===== src/rtl/lc3b_ifetch_pkg.sv =====
// LC-3b shared types for the instruction fetch slice.
// Latency: n/a (types and constants only).
// Backpressure: n/a. Build option LC3B_IFETCH_PREFETCH_EN selects a 2-deep fetch buffer.
package lc3b_types;

  typedef logic [15:0] lc3b_word;

  typedef enum logic [1:0] {
    IDLE  = 2'd0,
    FETCH = 2'd1,
    DROP  = 2'd2
  } lc3b_ifetch_state;

  // One buffered instruction together with its incremented PC.
  typedef struct packed {
    lc3b_word inst;
    lc3b_word npc;
  } lc3b_ifetch_ent;

`ifdef LC3B_IFETCH_PREFETCH_EN
  localparam int IFETCH_DEPTH = 2;
`else
  localparam int IFETCH_DEPTH = 1;
`endif

  localparam int IFETCH_CNT_W = $clog2(IFETCH_DEPTH + 1);

endpackage


===== src/rtl/lc3b_ifetch_buf.sv =====
// Instruction buffer: DEPTH-entry FIFO of {inst, npc}; head entry always at slot 0.
// Latency: a pushed entry is visible at the head the cycle after the push edge.
// Backpressure: none internally; caller never pushes when full. Flush beats push.
// Ports: clk, reset (async high), push/wdata, pop, flush, count, head.
module lc3b_ifetch_buf
  import lc3b_types::*;
#(
  parameter int DEPTH = IFETCH_DEPTH,
  parameter int CW    = $clog2(DEPTH + 1)
) (
  input  logic           clk,
  input  logic           reset,
  input  logic           push,
  input  lc3b_ifetch_ent wdata,
  input  logic           pop,
  input  logic           flush,
  output logic [CW-1:0]  count,
  output lc3b_ifetch_ent head
);

  localparam int AW = (DEPTH > 1) ? $clog2(DEPTH) : 1;

  lc3b_ifetch_ent mem [DEPTH];
  logic           do_pop;
  logic [AW-1:0]  wr_idx;

  assign do_pop = pop && (count != '0);
  // Slot for the new entry after this cycle's shift (if any).
  assign wr_idx = AW'(count - CW'(do_pop));
  assign head   = mem[0];

  always_ff @(posedge clk or posedge reset) begin
    if (reset) begin
      count <= '0;
      for (int i = 0; i < DEPTH; i++) mem[i] <= '0;
    end else if (flush) begin
      count <= '0;
    end else begin
      if (do_pop) begin
        for (int i = 0; i < DEPTH - 1; i++) mem[i] <= mem[i+1];
      end
      // Listed after the shift so a push into slot 0 wins over the shift.
      if (push) mem[wr_idx] <= wdata;
      count <= count + CW'(push) - CW'(do_pop);
    end
  end

endmodule


===== src/rtl/lc3b_ifetch.sv =====
// LC-3b fetch unit: owns fetch PC, issues word reads, buffers {inst, npc} for decode.
// Latency: response at edge N gives inst_valid after edge N; next address the cycle after.
// Backpressure: fetch issues only with buffer space; redirect flushes buffer and drains in-flight read.
// Ports: clk, reset, mem_read/mem_address/mem_resp/mem_rdata, redirect/redirect_pc,
//   inst_valid/inst_ready/inst/inst_npc. Macro LC3B_IFETCH_PREFETCH_EN: buffer depth 2 (else 1).
module lc3b_ifetch
  import lc3b_types::*;
#(
  parameter lc3b_word RESET_PC = 16'h0000
) (
  input  logic     clk,
  input  logic     reset,
  output logic     mem_read,
  output lc3b_word mem_address,
  input  logic     mem_resp,
  input  lc3b_word mem_rdata,
  input  logic     redirect,
  input  lc3b_word redirect_pc,
  output logic     inst_valid,
  input  logic     inst_ready,
  output lc3b_word inst,
  output lc3b_word inst_npc
);

  lc3b_ifetch_state        state;
  lc3b_word                fetch_pc;
  lc3b_word                drop_addr;
  lc3b_word                tgt;
  lc3b_word                redir_aligned;
  logic [IFETCH_CNT_W-1:0] count;
  logic [IFETCH_CNT_W:0]   cnt_after;
  logic                    has_space;
  logic                    space_after;
  logic                    push;
  logic                    pop;
  lc3b_ifetch_ent          wdata;
  lc3b_ifetch_ent          head;

  assign redir_aligned = {redirect_pc[15:1], 1'b0};

  assign mem_read    = (state != IDLE);
  assign mem_address = (state == DROP) ? drop_addr : fetch_pc;

  assign inst_valid = (count != '0);
  assign inst       = head.inst;
  assign inst_npc   = head.npc;

  assign pop        = inst_valid && inst_ready;
  assign push       = (state == FETCH) && mem_resp && !redirect;
  assign wdata.inst = mem_rdata;
  assign wdata.npc  = fetch_pc + 16'd2;

  assign has_space = count < IFETCH_CNT_W'(IFETCH_DEPTH);
  // Occupancy after a push plus any simultaneous pop decides whether to keep fetching.
  assign cnt_after   = {1'b0, count} + (IFETCH_CNT_W+1)'(1) - (IFETCH_CNT_W+1)'(pop);
  assign space_after = cnt_after < (IFETCH_CNT_W+1)'(IFETCH_DEPTH);

  always_ff @(posedge clk or posedge reset) begin
    if (reset) begin
      state     <= IDLE;
      fetch_pc  <= RESET_PC;
      drop_addr <= RESET_PC;
      tgt       <= RESET_PC;
    end else begin
      case (state)
        IDLE: begin
          if (redirect) fetch_pc <= redir_aligned;
          else if (has_space) state <= FETCH;
        end
        FETCH: begin
          if (mem_resp) begin
            if (redirect) begin
              fetch_pc <= redir_aligned;
              state    <= IDLE;
            end else begin
              fetch_pc <= fetch_pc + 16'd2;
              state    <= space_after ? FETCH : IDLE;
            end
          end else if (redirect) begin
            // The read cannot be withdrawn: keep its address and drain it.
            drop_addr <= fetch_pc;
            tgt       <= redir_aligned;
            state     <= DROP;
          end
        end
        DROP: begin
          if (mem_resp) begin
            fetch_pc <= redirect ? redir_aligned : tgt;
            state    <= IDLE;
          end else if (redirect) begin
            tgt <= redir_aligned;
          end
        end
        default: state <= IDLE;
      endcase
    end
  end

  lc3b_ifetch_buf #(
    .DEPTH (IFETCH_DEPTH),
    .CW    (IFETCH_CNT_W)
  ) u_buf (
    .clk   (clk),
    .reset (reset),
    .push  (push),
    .wdata (wdata),
    .pop   (pop),
    .flush (redirect),
    .count (count),
    .head  (head)
  );

endmodule


===== config.mk =====
export PLATFORM = sky130hd
export DESIGN_NAME = lc3b_ifetch
export DESIGN_NICKNAME = d
export VERILOG_FILES = /design/src/rtl/lc3b_ifetch_pkg.sv /design/src/rtl/lc3b_ifetch_buf.sv /design/src/rtl/lc3b_ifetch.sv
export SDC_FILE = /design/constraint.sdc
export NUM_CORES = 1
export LEC_CHECK = 0
export CORE_ASPECT_RATIO = 1.25
export CORE_MARGIN = 2
export CORE_UTILIZATION = 52
export CTS_CLUSTER_SIZE = 28
export DETAILED_ROUTE_END_ITERATION = 8
export MAX_ROUTING_LAYER = met4
export PLACE_DENSITY = 0.81
export SLEW_MARGIN = 15
export SYNTH_ARGS = -nofsm -noshare
export SYNTH_HDL_FRONTEND = slang
export SYNTH_SLANG_ARGS = --single-unit

===== constraint.sdc =====
create_clock -name clk -period 7 [get_ports clk]
set_clock_uncertainty 0.05 [all_clocks]
set_input_delay 0.7 -clock clk [delete_from_list [all_inputs] [get_ports clk]]
set_output_delay 0.7 -clock clk [all_outputs]
set_load 0.05 [all_outputs]

### Word-level counts from Yosys, hierarchy flattened

Cells that the tools add are included.
Widths: inputs -> output; s select.

* add/sub/neg operators: 6
* $lt $le $gt $ge: 4
* equal/unequal tests: 8
* multiplexer cells: 18
* bitwise logic cells: 2
* reduce and logical (&&, ||, !) cells: 15

Operators with widths (number)
* $mux 16: 6
* $pmux 16 s3: 1
* $bwmux 32: 1
* $mux 32: 1
* $add 16x2->16 const B: 1
* $mux 2: 5
* $ne 2x2->1 const B: 5
* $reduce_and 4->1: 2
* $pmux 2 s3: 1
* $logic_and 1x1->1: 5
* $reduce_and 2->1: 2
* $mux 1: 3
* $ne 3x3->1 const B: 1
* $reduce_and 3->1: 1
* $reduce_bool 3->1: 1
* $add 1x1->2 const B: 1
* $eq 2x1->1 const B: 1
* $eq 2x2->1 const B: 1
* $logic_not 2->1: 1
* $lt 1x1->1 const B: 2
* $lt 2x1->1 const B: 1
* $not 1->1: 2
* $reduce_bool 2->1: 1
* $reduce_or 2->1: 1
* 5 further kinds: 6

* register bits: 83
* bits of input ports: 37
* word-level logic and storage cells: 60

### Depth between registers and ports, before layout

Gate-level depths: netlist (run 1).

* depth in word-level cells: 7
* gate-level depth with buffers: 9

### Hierarchy

Synthesis (run 1) repeated with hierarchy kept, for this count alone.

* cell total of the unflattened synthesis: 374
* area total of the unflattened synthesis: 4340.4 µm²

Modules (own cells, without submodules)
* lc3b_ifetch: instances 1, cells each 301, area each 3071.7 µm²
* lc3b_ifetch_buf: instances 1, cells each 73, area each 1268.7 µm²

### Least setup slack after synthesis (run 1)

No wires, ideal clock.

* path type: reg-to-output
* from: register state[0]
* to: output mem_address[12]
* data arrival time: 2.075 ns
* data required time: 6.250 ns
* path slack: 4.175 ns
* cell stages (with the launch flop): 6
* cells stage by stage: dfrtp_1 inv_1 ha_1 buf_2 clkbuf_1 o21ai_0

* word-level cells in the longest chain between the ends: 2

RTL lines
* start, declared: RTL line lc3b_ifetch.sv:25 `lc3b_ifetch_state state;`
* start signal, assigned: RTL line lc3b_ifetch.sv:77 `state <= space_after ? FETCH : IDLE;`
* $eq 2x2->1: RTL line lc3b_ifetch.sv:42 `assign mem_address = (state == DROP) ? drop_addr : fetch_pc;`
* $mux 16: RTL line lc3b_ifetch.sv:42
* end, declared: RTL line lc3b_ifetch.sv:14 `output lc3b_word mem_address,`

No other way between the ends.

### Final worst setup path (run 1)

* from: input redirect
* to: register u_buf.mem, in the netlist u_buf.head[30]

* word-level cells in the longest chain between the ends: 3

RTL lines
* start, declared: RTL line lc3b_ifetch.sv:17 `input logic redirect,`
* $logic_not 1->1: RTL line lc3b_ifetch.sv:49 `assign push = (state == FETCH) && mem_resp && !redirect;`
* $logic_and 1x1->1: RTL line lc3b_ifetch.sv:49
* $reduce_and 2->1 (no source line) *
* end signal, assigned by index: RTL line lc3b_ifetch_buf.sv:43 `if (push) mem[wr_idx] <= wdata;`
* end, declared: RTL line lc3b_ifetch_buf.sv:23 `lc3b_ifetch_ent mem [DEPTH];`

Mark *: on every way between the ends. The rest lies on a longest branch, timed or not.
A chain may end at the register's enable or synchronous reset.

==> metrics.md, run 1 <==
| Metric | Value |
|---|---|
| Final setup vio count | `0` |
| Final-stage net count | `roughly 500` |
| Setup TNS | `0 ns` |
| Largest net degree at the start of global routing | `between 80 and 90` |
| Leak | `0.00220 uW` |
| Hold-critical path depth | `2` |
| CP cell instances | `clkdlybuf4s50_1 -> nor2b_1 -> nand3_2 -> mux2_2` |
| Number of post-CTS setup repair buffers | `0` |
| VDD IR max | `around 420 uV` |
| #FFs+latches synth | `slightly above 80` |
| Clock Latency Late Sink | `between 0.3 and 0.4 ns` |
| Final worst setup slack | `between 3 and 4 ns` |
| Post-Syn Nets | `about 430` |
| R2R depth | `5` |
| Synth-to-Final Area Change | `25.5%` |
| Worst Setup End Kind | `flip-flop` |
| Die height | `105 um` |
| Cell variety after synth | `50` |
| GP Congestion | `between 0.8 and 0.9` |
| Worst-path maximum fanout | `46` |
| Root Buffer | `clkbuf_8` |
| Register area share after synthesis | `between 40% and 50%` |
| Post-synth top area share | `49.1%` |
| Die W | `approximately 85 um` |
| Worst-path clk slew | `~0.080 ns` |
| Cell Rows | `36` |
| Vias in the first global route | `between 3000 and 4000` |
| Worst hold path class | `reg -> reg` |
| Crit path max-delay cell type | `nand3_2` |
| Slew Viols, Final | `0` |
| Tmin final | `approximately 3.8 ns` |
| Status | `completed` |
| CP peak stage delay | `0.96 ns` |
| Fraction of final layout cells sized beyond drive strength 1 | `approximately 18%` |
| Setup slack after placement | `2.84 ns` |
| Routed WL | `9.53 mm` |
| Final hold vios | `0` |
| EDFF count, synth | `0` |
| Starting Density | `roughly 54%` |
| Gr usage total | `between 20% and 30%` |
| H-tree Lvls | `3` |
| DR vias | `3289` |
| Post-CTS Resized | `0` |
| CTS Buf Count | `9` |
| Routed len/inst | `approximately 17 um` |
| Max Fclk | `around 260 MHz` |
| Number of routed nets with antenna violations | `0` |
| Required time worst endpoint | `approximately 7.2 ns` |
| Fillcell total | `~600` |
| Die Area | `about 9000 um^2` |
| IO buf count | `85` |
| Power per Cell Area | `between 500 and 600 nW/um^2` |
| First-pass GRT wire length | `between 15 and 20 mm` |
| Post-Syn Area | `approximately 4200 um^2` |
| Largest cells by area after synthesis | `dfrtp_1 49%, mux2_2 16%, o21ai_0 4.4%, nand2_1 2.8%, xnor2_1 2.3%` |
| Register-to-register setup slack | `3.53 ns` |
| Hold_buf cts | `0` |
| Vias per cell | `roughly 5.9` |
| Detailed-route DRC error count | `0` |
| Synth area leader | `dfrtp_1` |
| Clock sink count | `83` |
| Max Cap Viol | `0` |
| Io pins | `87` |
| Diodes inserted | `0` |
| CTS tree | `yes` |
| Global route overflow | `0` |
| Maximum buffer depth of the clock tree | `2` |
| Async SR Flop Fraction | `100%` |
| Commonest non-fill, non-tap cell in the layout | `clkdlybuf4s50_1` |
| Drt first pass iters | `4` |
| Actual slew at the worst max-slew pin | `around 1.1 ns` |
| CP arrival | `slightly below 4 ns` |
| Most frequent cells in the layout | `85 x clkdlybuf4s50_1, 83 x dfrtp_1, 59 x mux2_2, 37 x o21ai_0, 31 x nand2_1` |
| Crit Path Category | `in -> reg` |
| Top_reg_cell synth | `dfrtp_1` |
| Initial antenna violation count | `0` |
| Core area | `7840 um^2` |
| DP Wirelength | `approximately 6.5 mm` |
| Mapped Cells | `~400` |
| Max-Slew Margin vs Limit | `24.5%` |
| Yosys warns | `0` |
| Syn_area_per_cell | `between 10 and 15 um^2` |
| Critical Path Start Type | `input pin` |
| 1st-iter DRT viols | `approximately 240` |
| Unrepaired setup endpoints after global routing | `false` |
| Period utilization | `between 50% and 60%` |
## flip-flops by register name (all words and copies together) (netlist names)
register / cells
tgt: 16
u_buf.count: 1
drop_addr: 16
u_buf.head: 32
fetch_pc: 16
state: 2
## final timing paths
kind,startpoint,end
max,redirect,u_buf.head[30]$_DFFE_PP0P_
min,u_buf.head[6]$_DFFE_PP0P_,u_buf.head[6]$_DFFE_PP0P_
max reg2reg,state[1]$_DFFE_PP0P_,u_buf.head[30]$_DFFE_PP0P_
min reg2reg,u_buf.head[6]$_DFFE_PP0P_,u_buf.head[6]$_DFFE_PP0P_
max in group asynchronous,reset,fetch_pc[14]$_DFFE_PP0P_
min in group asynchronous,reset,u_buf.head[25]$_DFFE_PP0P_
## report_power, final
group          switching [uW]  internal, uW  total, uW
Clock                     168           235        402
Combinational            1030           634       1660
Sequential                179           707        886
## critical path: cells and delay by family
| kind | cells | cell delay, ns |
|---|---|---|
| AND/OR/NAND/NOR | 2 | 1.88 |
| multiplexers | 1 | 0.57 |
| buffers and inverters | 1 | 0.78 |
## cells in the mapped netlist (2+ instances only)
cell type and count:
nor3_1 8, buf_2 9, inv_1 13, o31a_1 3
o2bb2ai_1 6, nor4_1 2, a22o_1 3, nand4_1 2
nand3_2 2, clkbuf_1 15, ha_1 5, nor2_1 22
and3_1 4, o31ai_1 7, a31oi_1 2, mux2i_1 2
xor2_1 3, o21ai_0 37, a221oi_1 9, a21oi_1 8
nand2_1 31, mux2_2 59, xnor2_1 11, nand2b_1 4
dfrtp_1 83, nor2b_1 3, buf_4 3, nand3b_1 3
nand3_1 8, o32ai_1 2, a221o_1 3, o211ai_1 2
## final cells by class
cell class	count	area, um^2	area share [%]
flip-flops and latches	83	2080	39.2
multi-input cells	267	1970	37.1
repair buffers	86	858	16.2
clock buffers	10	128	2.41
well taps	95	119	2.24
clock inverters	5	103	1.93
inverters	13	50.0	0.944
## layer usage
metal | global-route usage [%] | up-vias | part of all wire, % | routed length (um)
met5 | - | - | 0 | 0
met3 | 2.69 | 24 | 5.5 | 520
li1 | - | 1542 | - | -
met1 | 28.7 | 1605 | 44 | 4170
met4 | 10.4 | 0 | 2.5 | 234
met2 | 35.9 | 118 | 48 | 4610
## cell families (layout without fill, tap and decap cells)
group | Yosys count | in the layout | synth area share [%]
compound gates | 91 | 91 | 14.7
xor+xnor | 14 | 14 | 2.90
fa+ha+maj | 5 | 5 | 1.48
buf+inv | 42 | 114 | 4.29
flops | 83 | 83 | 49.1
mux | 61 | 61 | 16.2
simple gates | 96 | 96 | 11.3
## through the flow
stage / cells / util (%) / total power (uW) / area (um^2) / hold WS (ns)
6_report: 559 / 67.7 / 2950 / 5300 / 0.432
3_3_place_gp: 544 / 64.7 / 2500 / 5070 / 0.410
3_5_place_dp: 544 / 64.7 / 2550 / 5070 / 0.420
4_1_cts: 559 / 67.7 / 2960 / 5300 / 0.439
5_1_grt: 559 / 67.7 / 3100 / 5300 / 0.456
2_1_floorplan: 392 / - / 2080 / 4230 / 0.400
No activity file was read; power rests on OpenSTA's default activity.
==> inputs of run 2 (changes only) <==
clock period = 3.7 ns   (was 7 ns; I/O delays follow)
==> run 2 against run 1 <==
Net effect:
- clock-buffer cell count rose by 1
- largest power group unchanged
- hold slack got worse by 0.0023 ns
- die area did not move
- sequential share of layout area fell by 0.23 points
- highest routed layer unchanged
- setup slack got worse by 2.9 ns
==> metrics.md, run 2 (same netlist as run 1, synthesis figures left out) <==
| Metric | Value |
|---|---|
| Status | `completed` |
| Worst hold path class | `reg -> reg` |
| Crit path max-delay cell type | `ha_1` |
| Logic gate share of total power | `about 57%` |
| Routed len/inst | `roughly 18 um` |
| CP delay by family, top | `adder cells` |
| First-pass GRT wire length | `about 16 mm` |
| Commonest non-fill, non-tap cell in the layout | `clkdlybuf4s50_1` |
| Number of routed nets with antenna violations | `0` |
| Tmin final | `3.36 ns` |
| VDD IR max | `between 800 and 900 uV` |
| Hold-critical path depth | `2` |
| Max Cap Viol | `0` |
| GP Congestion | `0.875` |
| R2R depth | `7` |
| Drt first pass iters | `5` |
| Clk pwr share | `roughly 13%` |
| CP peak stage delay | `roughly 0.9 ns` |
| Die height | `~100 um` |
| Final setup vio count | `0` |
| Io pins | `87` |
| Unrepaired setup endpoints after global routing | `false` |
| Final instance area | `around 5300 um^2` |
| IO buf count | `between 80 and 90` |
| Post-CTS Resized | `0` |
| Vias in the first global route | `3364` |
| Max-Slew Margin vs Limit | `approximately 25%` |
| Crit Path Category | `reg -> out` |
| Final worst setup slack | `approximately 0.34 ns` |
| Critical Path Start Type | `flip-flop` |
| H-tree Lvls | `3` |
| Fraction of final layout cells sized beyond drive strength 1 | `a little under a fifth` |
| Worst-path clk slew | `~0.080 ns` |
| Max Fclk | `between 200 and 300 MHz` |
| 1st-iter DRT viols | `approximately 230` |
| Power per Cell Area | `approximately 1000 nW/um^2` |
| Vias per cell | `between 5 and 6` |
| CTS Buf Count | `9` |
| Root Buffer | `clkbuf_8` |
| DR vias | `3329` |
| Final hold vios | `0` |
| Detailed-route DRC error count | `0` |
| Met3 Use GR | `3.32%` |
| Gr usage total | `a little under a quarter` |
| R2r startpoint | `state[0]$_DFFE_PP0P_` |
| Switching part of the total | `~47%` |
| CP cell instances | `inv_1 -> ha_1 -> mux2_2 -> clkdlybuf4s50_1` |
| Worst R2R End | `fetch_pc[6]$_DFFE_PP0P_` |
| Setup slack after placement | `roughly 0.73 ns` |
| Worst Setup End Kind | `primary output` |
| Switching power | `2610 uW` |
| Core area | `about 8000 um^2` |
| Maximum buffer depth of the clock tree | `2` |
| CP arrival | `2.94 ns` |
| Hold Startpoint | `u_buf.head[1]$_DFFE_PP0P_` |
| Largest net degree at the start of global routing | `just under 60` |
| Clock sink count | `83` |
| Register-to-register setup slack | `between 0.8 and 0.9 ns` |
| Die Area | `a little under 9000 um^2` |
| Worst-path maximum fanout | `27` |
| Slew Viols, Final | `0` |
| Number of post-CTS setup repair buffers | `0` |
| Leak | `about 0.0022 uW` |
| Met2 Track Usage GR | `between 30 and 40%` |
| Routed WL | `around 9.9 mm` |
| Final-stage net count | `between 500 and 600` |
| Required time worst endpoint | `3.28 ns` |
| Synth-to-Final Area Change | `26.2%` |
| Initial antenna violation count | `0` |
| Die W | `84.6 um` |
| Cell Rows | `36` |
| Most frequent cells in the layout | `85 x clkdlybuf4s50_1, 83 x dfrtp_1, 59 x mux2_2, 37 x o21ai_0, 31 x nand2_1` |
| Period utilization | `about 91%` |
| Actual slew at the worst max-slew pin | `roughly 1.1 ns` |
| Worst hold margin | `0.429 ns` |
| DP Wirelength | `around 7 mm` |
| Hold_buf cts | `0` |
| CTS tree | `yes` |
| End of the worst hold path | `u_buf.head[1]$_DFFE_PP0P_` |
| Register share of total power | `a little under a third` |
| Global route overflow | `0` |
| Buf/Inv on CP | `2` |
| Setup TNS | `0 ns` |
| Diodes inserted | `0` |
| Clock Latency Late Sink | `~0.36 ns` |
| Final Power | `roughly 5500 uW` |
| Busiest layer in global routing | `met2` |
| Met1 GRT Util | `29.1%` |
| Post-DP Area | `around 5100 um^2` |
| Starting Density | `around 54%` |
| Max FFs per register | `32` |
| Internal power | `2930 uW` |
run 2: cell count changes in the layout (fill, tap and decap cells not counted), sizes merged:
cell	before	now
clkbuf	10	11
bufinv	3	2
buf	1	8
clkinv	2	3
run 2: final cells by class:
type / count / area [um^2]
clock buffer: 11 / 131
sequential: 83 / 2080
inverter: 13 / 50.0
fill: 583 / 2500
multi-input combinational: 267 / 1970
tap: 95 / 119
timing repair buffer: 93 / 911
clock inverter: 5 / 77.6
run 2: power by group through the flow:
| stage | Combinational, uW | Sequential (uW) | Clock, uW |
|---|---|---|---|
| 4_1_cts | 3170 | 1680 | 703 |
| 3_5_place_dp | 3160 | 1700 | 0 |
| 3_3_place_gp | 3090 | 1660 | 0 |
| 2_1_floorplan | 1760 | 2170 | 0 |
| 6_report | 3170 | 1680 | 692 |
| 5_1_grt | 3370 | 1730 | 749 |
run 2: worst reg2reg max path: cells and delay by family (launching register included):
| family | cells | cell delay, ns |
|---|---|---|
| fa+ha+maj | 1 | 0.91 |
| compound gates | 3 | 0.52 |
| simple gates | 1 | 0.49 |
| flops | 1 | 0.42 |
| buf+inv | 2 | 0.37 |
run 2: how the worst max path moves through the flow:
stage	start	to	slack, ns	cells past startpoint
floorplan	reset	drop_addr[0]$_DFFE_PP0P_	1.14	1
global placement	state[0]$_DFFE_PP0P_	mem_address[8]	0.76	4
detailed placement	state[0]$_DFFE_PP0P_	mem_address[7]	0.73	4
CTS	state[0]$_DFFE_PP0P_	mem_address[10]	0.29	4
global route	state[0]$_DFFE_PP0P_	mem_address[10]	0.21	4
finish	state[0]$_DFFE_PP0P_	mem_address[10]	0.34	4
run 2: per-stage QoR:
stage | instances | util [%]
floorplan | 392 | -
global placement | 551 | 65.4
detailed placement | 551 | 65.4
CTS | 567 | 68.1
global route | 567 | 68.1
finish | 567 | 68.1
run 2: per-layer routing:
layer	vias to the layer above	routed length [um]
met3	25	550
met5	-	0
met2	138	4960
met4	0	258
li1	1553	-
met1	1613	4160
==> inputs of run 3 (changes only) <==
SLEW_MARGIN = 0   (was 15)
==> results of run 3 <==
The final DEF is identical to that of run 2; final timing and power are the same.
